==> src/rtl/pipe_stage_skid_if.sv <==
// Valid/ready handshake bundle for one pipeline stage: upstream (in_*) and downstream (out_*) sides.
// slave is the stage's view of the bundle; master is the view of whatever surrounds it.
interface pipe_stage_skid_if #(
  parameter int DATA_W = 160,
  parameter int CTRL_W = 16
);
  logic              in_valid;
  logic              in_ready;
  logic [CTRL_W-1:0] in_ctrl;
  logic [DATA_W-1:0] in_data;
  logic              out_valid;
  logic              out_ready;
  logic [CTRL_W-1:0] out_ctrl;
  logic [DATA_W-1:0] out_data;

  modport slave (
    input  in_valid, in_ctrl, in_data, out_ready,
    output in_ready, out_valid, out_ctrl, out_data
  );

  modport master (
    output in_valid, in_ctrl, in_data, out_ready,
    input  in_ready, out_valid, out_ctrl, out_data
  );
endinterface

==> src/rtl/pipe_stage_skid.sv <==
// Two-entry skid pipeline stage: MAIN drives the outputs and SKID catches the one beat in flight on a stall.
// in_ready and out_valid are registered, so neither handshake input reaches an output combinationally.
module pipe_stage_skid #(
  parameter int                DATA_W   = 160,
  parameter int                CTRL_W   = 16,
  parameter logic [CTRL_W-1:0] CTRL_RST = '0
) (
  input  logic                  clk,
  input  logic                  rst,
  input  logic                  flush,
  pipe_stage_skid_if.slave      bus,
  output logic [1:0]            occupancy,
  output logic [15:0]           stall_cnt
);

  typedef enum logic [1:0] {EMPTY = 2'd0, ONE = 2'd1, FULL = 2'd2} state_e;

  state_e            state_q, state_d;
  logic [CTRL_W-1:0] main_ctrl_q, main_ctrl_d, skid_ctrl_q, skid_ctrl_d;
  logic [DATA_W-1:0] main_data_q, main_data_d, skid_data_q, skid_data_d;
  logic              in_ready_q, out_valid_q;
  logic [15:0]       stall_q, stall_d;
  logic              accept, retire;

  assign accept = bus.in_valid  && in_ready_q;
  assign retire = out_valid_q   && bus.out_ready;

  always_comb begin
    state_d     = state_q;
    main_ctrl_d = main_ctrl_q;
    main_data_d = main_data_q;
    skid_ctrl_d = skid_ctrl_q;
    skid_data_d = skid_data_q;
    if (flush) begin
      // flush overrides any handshake on this edge
      state_d     = EMPTY;
      main_ctrl_d = CTRL_RST;
      skid_ctrl_d = CTRL_RST;
      main_data_d = '0;
      skid_data_d = '0;
    end else begin
      unique case (state_q)
        EMPTY: if (accept) begin
          state_d     = ONE;
          main_ctrl_d = bus.in_ctrl;
          main_data_d = bus.in_data;
        end
        ONE: begin
          if (accept && retire) begin
            main_ctrl_d = bus.in_ctrl;
            main_data_d = bus.in_data;
          end else if (accept) begin
            state_d     = FULL;
            skid_ctrl_d = bus.in_ctrl;
            skid_data_d = bus.in_data;
          end else if (retire) begin
            state_d = EMPTY;
          end
        end
        FULL: if (retire) begin
          state_d     = ONE;
          main_ctrl_d = skid_ctrl_q;
          main_data_d = skid_data_q;
        end
        default: state_d = EMPTY;
      endcase
    end
  end

  always_comb begin
    stall_d = stall_q;
    if (out_valid_q && !bus.out_ready && stall_q != 16'hFFFF) stall_d = stall_q + 16'd1;
  end

  always_ff @(posedge clk or negedge rst) begin
    if (!rst) begin
      state_q     <= EMPTY;
      main_ctrl_q <= CTRL_RST;
      skid_ctrl_q <= CTRL_RST;
      main_data_q <= '0;
      skid_data_q <= '0;
      in_ready_q  <= 1'b0;
      out_valid_q <= 1'b0;
      stall_q     <= '0;
    end else begin
      state_q     <= state_d;
      main_ctrl_q <= main_ctrl_d;
      skid_ctrl_q <= skid_ctrl_d;
      main_data_q <= main_data_d;
      skid_data_q <= skid_data_d;
      in_ready_q  <= (state_d != FULL);
      out_valid_q <= (state_d != EMPTY);
      stall_q     <= stall_d;
    end
  end

  assign bus.in_ready  = in_ready_q;
  assign bus.out_valid = out_valid_q;
  assign bus.out_ctrl  = out_valid_q ? main_ctrl_q : CTRL_RST;
  assign bus.out_data  = main_data_q;
  assign occupancy     = state_q;
  assign stall_cnt     = stall_q;

endmodule
==> src/flat_wrapper.sv <==
// flat-port wrapper written by rule: the top's interface ports become plain ports
module pipe_stage_skid_flat 
#(
  parameter int                DATA_W   = 160,
  parameter int                CTRL_W   = 16,
  parameter logic [CTRL_W-1:0] CTRL_RST = '0
)
  (clk, rst, flush, occupancy, stall_cnt, bus_in_valid, bus_in_ctrl, bus_in_data, bus_out_ready, bus_in_ready, bus_out_valid, bus_out_ctrl, bus_out_data);
  pipe_stage_skid_if #(.DATA_W(DATA_W), .CTRL_W(CTRL_W)) bus_i ();
  input  logic clk;
  input  logic rst;
  input  logic flush;
  output logic [1:0] occupancy;
  output logic [15:0] stall_cnt;
  input wire logic [$bits(bus_i.in_valid)-1:0] bus_in_valid;
  input wire logic [$bits(bus_i.in_ctrl)-1:0] bus_in_ctrl;
  input wire logic [$bits(bus_i.in_data)-1:0] bus_in_data;
  input wire logic [$bits(bus_i.out_ready)-1:0] bus_out_ready;
  output wire logic [$bits(bus_i.in_ready)-1:0] bus_in_ready;
  output wire logic [$bits(bus_i.out_valid)-1:0] bus_out_valid;
  output wire logic [$bits(bus_i.out_ctrl)-1:0] bus_out_ctrl;
  output wire logic [$bits(bus_i.out_data)-1:0] bus_out_data;
  assign bus_i.in_valid = bus_in_valid;
  assign bus_i.in_ctrl = bus_in_ctrl;
  assign bus_i.in_data = bus_in_data;
  assign bus_i.out_ready = bus_out_ready;
  assign bus_in_ready = bus_i.in_ready;
  assign bus_out_valid = bus_i.out_valid;
  assign bus_out_ctrl = bus_i.out_ctrl;
  assign bus_out_data = bus_i.out_data;
  pipe_stage_skid #(.DATA_W(DATA_W), .CTRL_W(CTRL_W), .CTRL_RST(CTRL_RST)) u_core (.clk(clk), .rst(rst), .flush(flush), .bus(bus_i), .occupancy(occupancy), .stall_cnt(stall_cnt));
endmodule
==> config.mk <==
export PLATFORM = sky130hd
export DESIGN_NAME = pipe_stage_skid_flat
export DESIGN_NICKNAME = d
export VERILOG_FILES = /design/src/rtl/pipe_stage_skid_if.sv /design/src/rtl/pipe_stage_skid.sv /design/src/flat_wrapper.sv
export SDC_FILE = /design/constraint.sdc
export NUM_CORES = 1
export LEC_CHECK = 0
export ABC_AREA = 0
export ABC_CLOCK_PERIOD_IN_PS = 3140
export BUFFER_PORTS_ARGS = -buffer_cell sky130_fd_sc_hd__buf_2
export CORE_MARGIN = 3
export CORE_UTILIZATION = 59
export DETAILED_ROUTE_END_ITERATION = 16
export HOLD_SLACK_MARGIN = 0.02
export PLACE_DENSITY = 0.86
export SKIP_LAST_GASP = 1
export SYNTH_ARGS = -nofsm -noshare
export SYNTH_HDL_FRONTEND = slang
export SYNTH_SLANG_ARGS = --single-unit
==> constraint.sdc <==
create_clock -name clk -period 3.14 [get_ports clk]
set_input_delay 0.157 -clock clk [delete_from_list [all_inputs] [get_ports clk]]
set_output_delay 0.157 -clock clk [all_outputs]
set_load 0.05 [all_outputs]
==> metrics <==
synthesized flop and latch total 372; Least-Margin Pin Slew 0.891 ns; I/O pins 377; Final min period 2.33 ns; reg2reg start u_core.occupancy[0]; clk sink count 372; Syn Inst Count 1848; Worst Setup Path Type reg -> reg; Synth area leader dfrtp_1; number of remaining DRC errors 0; DP HPWL 29.3 mm; fmax 428 MHz; synthesized net count 2030; initial core utilization 0.606; Worst R2R End u_core.bus.out_data[149]; clock slew at reported path FFs 0.06 ns; Clock Path Buffers 3; Worst setup SP type register; Syn Area/Cell 9.20 um^2; period utilisation layout 0.744; first-pass GRT wire length 88.8 mm; HP Class in -> reg; register area share after synthesis 0.547; CTS Buf Count 39; share of cells above drive strength 1 0.246; relative slew slack 0.406; Die W 176 um; vias in the first global route 16900; Synth area leaders dfrtp_1 (55%), nand2_1 (16%), a311oi_2 (8.8%); Worst R2R Path Depth 6; final wirelength 56.1 mm; CTS tree built; synth unique cells 31; share of the synthesized area in the top cell type 0.547; critical path data required time 3.51 ns; aggregate global-route resource usage 0.355; Final Hold Fails 0; final net count 2498; CTS resizes 0; Max-cap violations 0; Worst EP arrival 2.71 ns; Via density 6.11; leak pwr 10.2 nW; Final Max Slew Viols 0; num rows 61; largest net degree at the start of global routing 179; Die Ht 176 um; Root Buffer Master clkbuf_16; pwr/cell area 622 nW/um^2; number of DRC markers in iteration 0 2043; setup_tns 0 ns; hold-fix buffers at CTS 178; WHS 0.0530 ns; DRT Pass-1 Iters 5; setup bufs post-CTS 0; CP Launch Point u_core.occupancy[0]; clock skew 0.0135 ns; clk_lat worst skew 0.52 ns; Critical Path Sink u_core.bus.out_data[149]; Vias 16600; IO Port Bufs 376; Yosys warning count 0; H-tree levels 2; wire per inst 20.6 um; antenna violations before repair 3; outcome completed; post-synth design cell area 17000 um^2; top fanout value on the critical path 32; Worst R2R Setup Slack 0.81 ns; peak supply drop 0.488 mV; Final ANT Viol Nets 0; crit path capture type register; gpl congestion 0.851; RSZ-0062 raised after global routing false; setup violators final 0; die area 30900 um^2; grt total ovfl 0; Placeable Area 28100 um^2; area grow syn2layout 30.3%
==> synthesized netlist by cell type <==
cell,number
a31oi_1,1
a311oi_2,100
buf_2,49
and2_1,16
a21o_1,2
buf_1,3
o221ai_1,1
nand3_1,10
buf_4,9
and3_1,2
a311oi_1,76
dfrtp_1,372
a21oi_1,177
nand2_1,714
ha_1,1
nor2b_1,1
xnor2_1,14
buf_6,12
a221o_1,1
a41oi_2,1
nor4_1,2
and4_1,4
clkbuf_1,87
mux2_2,1
nand4_1,8
inv_1,1
nor2_1,178
nand4bb_1,1
xor2_1,1
and3b_1,1
nand2b_1,2
==> kinds of logic after synthesis <==
logic type / share of synthesized area
mux: 0.000662
buf+inv: 0.0464
fa+ha+maj: 0.000735
flops: 0.547
xor+xnor: 0.00772
simple gates: 0.214
compound gates: 0.183
==> registers in the layout, indices dropped and copies added (netlist names) <==
register,count
u_core.skid_ctrl_q,16
u_core.bus.out_data,160
u_core.main_ctrl_q,16
u_core.stall_cnt,16
u_core.bus.in_ready,1
u_core.skid_data_q,160
u_core.bus.out_valid,1
u_core.occupancy,2
==> through the flow <==
stage | total power [W] | area (um^2) | worst slack, ns | utilization | instances
2_1_floorplan | 0.00801 | 17000 | 1.08 | - | 1848
3_3_place_gp | 0.00887 | 19100 | 1.12 | 0.681 | 2475
3_5_place_dp | 0.00898 | 19100 | 1.00 | 0.681 | 2475
4_1_cts | 0.0137 | 22200 | 0.968 | 0.789 | 2720
5_1_grt | 0.0143 | 22200 | 0.768 | 0.789 | 2722
6_report | 0.0138 | 22200 | 0.805 | 0.789 | 2725
==> power breakdown <==
| part | total [W] | leakage [nW] | switching, W | internal, W |
|---|---|---|---|---|
| Combinational | 0.00367 | 4.62 | 0.00265 | 0.00102 |
| Clock | 0.00455 | 0.620 | 0.00189 | 0.00267 |
| Sequential | 0.00556 | 5.00 | 0.000328 | 0.00523 |
| Total | 0.0138 | 10.2 | 0.00486 | 0.00892 |
==> cells in the final DEF, fill, tap and decap left out, drive strengths merged, types with 8 or more instances in the layout <==
master,synthesis,final
nor2,178,178
dfrtp,372,372
and2,16,16
nand4,8,8
a21oi,177,177
clkbuf,87,56
nand2,714,714
buf,73,409
xnor2,14,14
a311oi,176,176
nand3,10,10
dlygate4sd3,0,178
==> cell type report <==
type | count | area (um^2)
diodes | 5 | 12.5
clock buffers | 56 | 1130
inverters | 1 | 3.75
multi-input cells | 1315 | 6960
flip-flops and latches | 372 | 9310
fillers | 1620 | 5920
repair buffers | 587 | 4160
clock inverters | 11 | 116
well taps | 378 | 473
==> worst min-delay path by stage <==
stage	start	end	slack [ns]	depth (start not counted)
3_5_place_dp	rst	u_core.bus.out_data[96]	0.20	1
2_1_floorplan	rst	u_core.bus.in_ready	-0.14	0
5_1_grt	bus_in_valid	u_core.bus.out_valid	0.06	4
4_1_cts	bus_in_valid	u_core.bus.out_valid	0.04	4
3_3_place_gp	rst	u_core.bus.out_data[90]	0.20	1
6_report	bus_in_valid	u_core.bus.out_valid	0.05	4
==> routing by layer <==
layer	routed length, um	global-route usage	vias up
met5	7	0	-
met4	3690	0.209	2
met2	27800	0.598	1095
met1	19300	0.418	8085
met3	5190	0.0802	296
li1	-	-	7169
==> critical path, stage by stage (launching register included) <==
cell and delay (ns):
dfrtp_1 0.50, nand2b_4 0.22, o221ai_4 0.30, buf_12 0.24, buf_4 0.35, nor2_1 0.13
a311oi_1 0.42
(Power assumes the default switching activity.)
